--- src/rtl/sbit_packer_pkg.sv ---
// Shared types and helpers for the serial-bit to word packer.
package sbit_packer_pkg;

  typedef enum logic {S_COLLECT, S_HOLD} packer_state_t;

  function automatic int cnt_width(input int w);
    return $clog2(w + 1);
  endfunction

endpackage

--- src/rtl/sbit_word_packer.sv ---
// Pops bits from a 1-bit FIFO, packs them LSB-first into WIDTH-bit words and
// presents each word in a single-entry output slot; FLUSH emits a partial word.
//
//   state     | meaning
//   S_COLLECT | popping bits into ACC; BIT_RD high
//   S_HOLD    | ACC holds a full or flushed word, waiting for the output slot
module sbit_word_packer
  import sbit_packer_pkg::*;
#(
  parameter  int WIDTH = 32,
  localparam int CNTW  = cnt_width(WIDTH)
) (
  input  logic             CLK,
  input  logic             RST,
  input  logic             BIT_VALID,
  input  logic             BIT_D,
  output logic             BIT_RD,
  input  logic             FLUSH,
  output logic [WIDTH-1:0] WORD_Q,
  output logic [CNTW-1:0]  WORD_CNT,
  output logic             WORD_VALID,
  input  logic             WORD_RD,
  output logic             BUSY
);

  packer_state_t    state, state_nxt;
  logic [CNTW-1:0]  cnt, cnt_nxt;
  logic [WIDTH-1:0] acc, acc_nxt;
  logic [WIDTH-1:0] word_q_nxt;
  logic [CNTW-1:0]  word_cnt_nxt;
  logic             word_valid_nxt;
  logic             consume;
  logic             slot_free;

  assign BIT_RD    = (state == S_COLLECT);
  assign consume   = BIT_RD & BIT_VALID;
  assign slot_free = ~WORD_VALID | WORD_RD;
  assign BUSY      = (state == S_HOLD) | (cnt != '0) | WORD_VALID;

  always_comb begin
    state_nxt      = state;
    cnt_nxt        = cnt;
    acc_nxt        = acc;
    word_q_nxt     = WORD_Q;
    word_cnt_nxt   = WORD_CNT;
    word_valid_nxt = WORD_VALID & ~WORD_RD;
    case (state)
      S_COLLECT: begin
        if (consume) begin
          for (int i = 0; i < WIDTH; i++) begin
            if (cnt == CNTW'(i)) acc_nxt[i] = BIT_D;
          end
          cnt_nxt = cnt + CNTW'(1);
        end
        // A flush counts the bit consumed on the same cycle.
        if (consume && (cnt == CNTW'(WIDTH - 1))) begin
          state_nxt = S_HOLD;
        end else if (FLUSH && (consume || (cnt != '0))) begin
          state_nxt = S_HOLD;
        end
      end
      S_HOLD: begin
        if (slot_free) begin
          word_q_nxt     = acc;
          word_cnt_nxt   = cnt;
          word_valid_nxt = 1'b1;
          acc_nxt        = '0;
          cnt_nxt        = '0;
          state_nxt      = S_COLLECT;
        end
      end
      default: state_nxt = S_COLLECT;
    endcase
  end

  always_ff @(posedge CLK or posedge RST) begin
    if (RST) begin
      state      <= S_COLLECT;
      cnt        <= '0;
      acc        <= '0;
      WORD_Q     <= '0;
      WORD_CNT   <= '0;
      WORD_VALID <= 1'b0;
    end else begin
      state      <= state_nxt;
      cnt        <= cnt_nxt;
      acc        <= acc_nxt;
      WORD_Q     <= word_q_nxt;
      WORD_CNT   <= word_cnt_nxt;
      WORD_VALID <= word_valid_nxt;
    end
  end

endmodule

--- config.mk ---
export PLATFORM = sky130hd
export DESIGN_NAME = sbit_word_packer
export DESIGN_NICKNAME = d
export VERILOG_FILES = /design/src/rtl/sbit_packer_pkg.sv /design/src/rtl/sbit_word_packer.sv
export SDC_FILE = /design/constraint.sdc
export NUM_CORES = 1
export LEC_CHECK = 0
export BUFFER_PORTS_ARGS = -buffer_cell sky130_fd_sc_hd__buf_2
export CAP_MARGIN = 20
export CELL_PAD_IN_SITES_DETAIL_PLACEMENT = 0
export CELL_PAD_IN_SITES_GLOBAL_PLACEMENT = 1
export CORE_MARGIN = 5
export CORE_UTILIZATION = 42
export CTS_BUF_LIST = sky130_fd_sc_hd__clkbuf_16
export CTS_CLUSTER_DIAMETER = 80
export DETAILED_ROUTE_END_ITERATION = 6
export PLACE_DENSITY_LB_ADDON = 0.15
export SYNTH_ARGS = -nofsm -noshare
export SYNTH_HDL_FRONTEND = slang
export SYNTH_SLANG_ARGS = --single-unit
--- constraint.sdc ---
create_clock -name CLK -period 2.65 [get_ports CLK]
set_clock_uncertainty 0.2 [all_clocks]
set_input_delay 0.53 -clock CLK [delete_from_list [all_inputs] [get_ports CLK]]
set_output_delay 0.53 -clock CLK [all_outputs]
set_load 0.03 [all_outputs]
==> flow_summary.ini <==
[global_route]
grt_pass1_vias = 2430
grt_first_pass_wirelength_mm = 12.65
grt_max_degree = 55
overflow = 0
grt_use_total_pct = 15.97
antenna_found_initial = 0

[pwr]
vdd_ir_drop_max_mv = 0.3864
leakage_nw = 2.240
powerDensity_nw_per_um2 = 873.4

[sta]
worst_pin_slew_ns = 0.6551
finalSetupTns_ns = 0
fin_crit_ns = 2.479
hold_viol_final = 0
rsz0062_at_grt = false
slew_violations = 0
period_share_pct = 93.56
setup-violations-final = 0
fmax_mhz = 403.4
holdWs_ns = 0.05877
fin_ws_ns = 0.1708
slew_headroom_pct = 56.24

[detailed_routing]
drtIter0Drc = 103
drc = 0
topRoutingLayerUsed = met4
wl_met3_um = 266
wirelength_mm = 7.515
drtAntennaViolNets = 0
wl_met1_mm = 3.640
via_count = 2320
wl_met2_mm = 3.484
post_drt_wl_per_cell_um = 16.96
viasPerCell = 5.237
dr.pass1.iters = 4

[cts]
hold_buffers = 0
clkTransAtPathRegs_ns = 0.06
root_buffer = clkbuf_16
numCtsBuffers = 9
clk_path_buf_depth = 2
clk_latency_ns = 0.33
clock_sinks = 78
cts_tree = done
htreeDepth = 3

[worst_setup_path]
critPathKind = reg2out
cp_max_fo = 6
start_kind = register
critPathCaptureType = primary output
arrival_ns = 1.75
required_ns = 1.92

[synthesis]
synth_nets = 301
mappedNetlistArea_um2 = 3548
yosysWarnings = 0
ys_ff_latch = 78
synth_cells = 291
avgSynthCellArea_um2 = 12.19
synth_edf_count = 0
synth_ff_type = dfrtp_1
yosysSeqAreaShare_pct = 55.01
synthArstFlopShare_pct = 100.0
synth.distinct_cells = 39

[final_layout]
fin_util_pct = 51.06
layout-area-overhead-vs-synth_pct = 18.23
num_antenna_cells = 0
fin_nets = 343
drive_gt1_share_pct = 34.91
fin_cells = 443

[flow_run]
drv_cap = 0

[placed_design]
hpwl_mm = 4.948
place_inst = 427
port-buffer-count = 46
place_congestion = 0.7802
place_ws_ns = 0.4468

[floorplan]
core_um2 = 8217
die_w_um = 101.9
dieArea_um2 = 10390
io_pins = 47
fp-row-count = 33
die_h_um = 101.9
start_util_pct = 43.19

[min_path]
hp-class = in2async

[run_status]
outcome = complete, no violations
==> flip-flops by register name (all words and copies together), names as in the netlist <==
register    flops
cnt             6
WORD_CNT        6
acc            32
state           1
WORD_VALID      1
WORD_Q         32
==> logic make-up after synthesis <==
kind of cell    after synthesis  share of synthesized area, %
flops                        78                         55.01
mux                          69                         20.73
simple gates                 57                         9.943
compound gates               48                         7.194
buf+inv                      34                         5.465
fa+ha+maj                     4                         1.410
xor+xnor                      1                        0.2469
==> final timing paths <==
path | start | to | cells after the start | slack, ns
max | cnt[0] | BUSY | 5 | 0.17
min | RST | WORD_Q[25] | 2 | 0.06
max reg2reg | cnt[5] | acc[18] | 4 | 0.75
min reg2reg | acc[13] | WORD_Q[13] | 1 | 0.29
max in group asynchronous | RST | acc[3] | 3 | 1.54
min in group CLK | WORD_RD | WORD_VALID | 2 | 0.25
==> cells in the mapped netlist (all sizes together), types with 2 or more instances <==
library cell | number | share of area (%)
dfrtp | 78 | 55
nor2b | 4 | 0.71
clkbuf | 11 | 1.2
nand3b | 2 | 0.42
buf | 16 | 3.5
mux2i | 33 | 9.3
nand2 | 5 | 0.53
o21ai | 42 | 6.0
a21oi | 2 | 0.28
nor2 | 3 | 0.39
nand3 | 28 | 3.9
ha | 4 | 1.4
nand4 | 3 | 0.53
inv | 7 | 0.74
nor4b | 2 | 0.92
or3 | 2 | 0.35
mux2 | 36 | 11
==> critical path, stage by stage, from the launching register on <==
cell	delay, ns
dfrtp_1	0.43
inv_1	0.14
ha_2	0.25
nor3b_4	0.28
nand4_1	0.12
buf_2	0.21
==> cell type report <==
type                       instances  area, um^2
timing repair buffer              58       345.3
clock buffer                       9       225.2
tap                              105       131.4
multi-input combinational        179        1421
fill                             759        4021
sequential                        78        1952
inverter                           7       30.03
clock inverter                     7       90.09
==> cells in the final DEF, fill, tap and decap left out, types with 2 or more instances in the layout <==
master       n
bufinv_16    2
buf_12       2
clkinvlp_4   2
mux2_2      33
mux2_1       3
buf_2       46
nor2b_1      3
a21oi_1      2
o21ai_0     41
nand3b_1     2
ha_1         3
clkinv_2     2
mux2i_1     33
dfrtp_1     78
inv_1        6
nand3_1     28
nor2_1       2
clkbuf_16    9
nand2_1      5
or3_1        2
buf_4       10
nand4_1      3
==> power by group <==
| group | leakage (nW) | switching, mW | internal, mW | total [mW] |
|---|---|---|---|---|
| Clock | 0.157 | 0.466 | 0.818 | 1.28 |
| Sequential | 1.08 | 0.0788 | 1.27 | 1.35 |
| Combinational | 1.00 | 0.663 | 0.365 | 1.03 |
| Total | 2.24 | 1.21 | 2.46 | 3.66 |
==> layer usage <==
layer / vias up / track usage [%]
li1: 1117 / -
met5: - / 0
met2: 44 / 24.09
met3: 9 / 3.072
met4: 0 / 7.265
met1: 1150 / 22.38
==> per-stage QoR <==
stage                     power [mW]  instance area [um^2]
after floorplan                2.098                  3552
after global placement         2.395                  3871
after detailed placement       2.398                  3871
after CTS                      3.698                  4187
after global routing           3.861                  4195
final                          3.664                  4195
==> what timing repair did <==
item | CTS | global route
setup endpoints to repair | 0 | 1
resized for setup | 0 | 2
hold endpoints to repair | 0 | 0
buffers inserted | 0 | 0
Note: power is estimated with default switching activity, not from simulation.
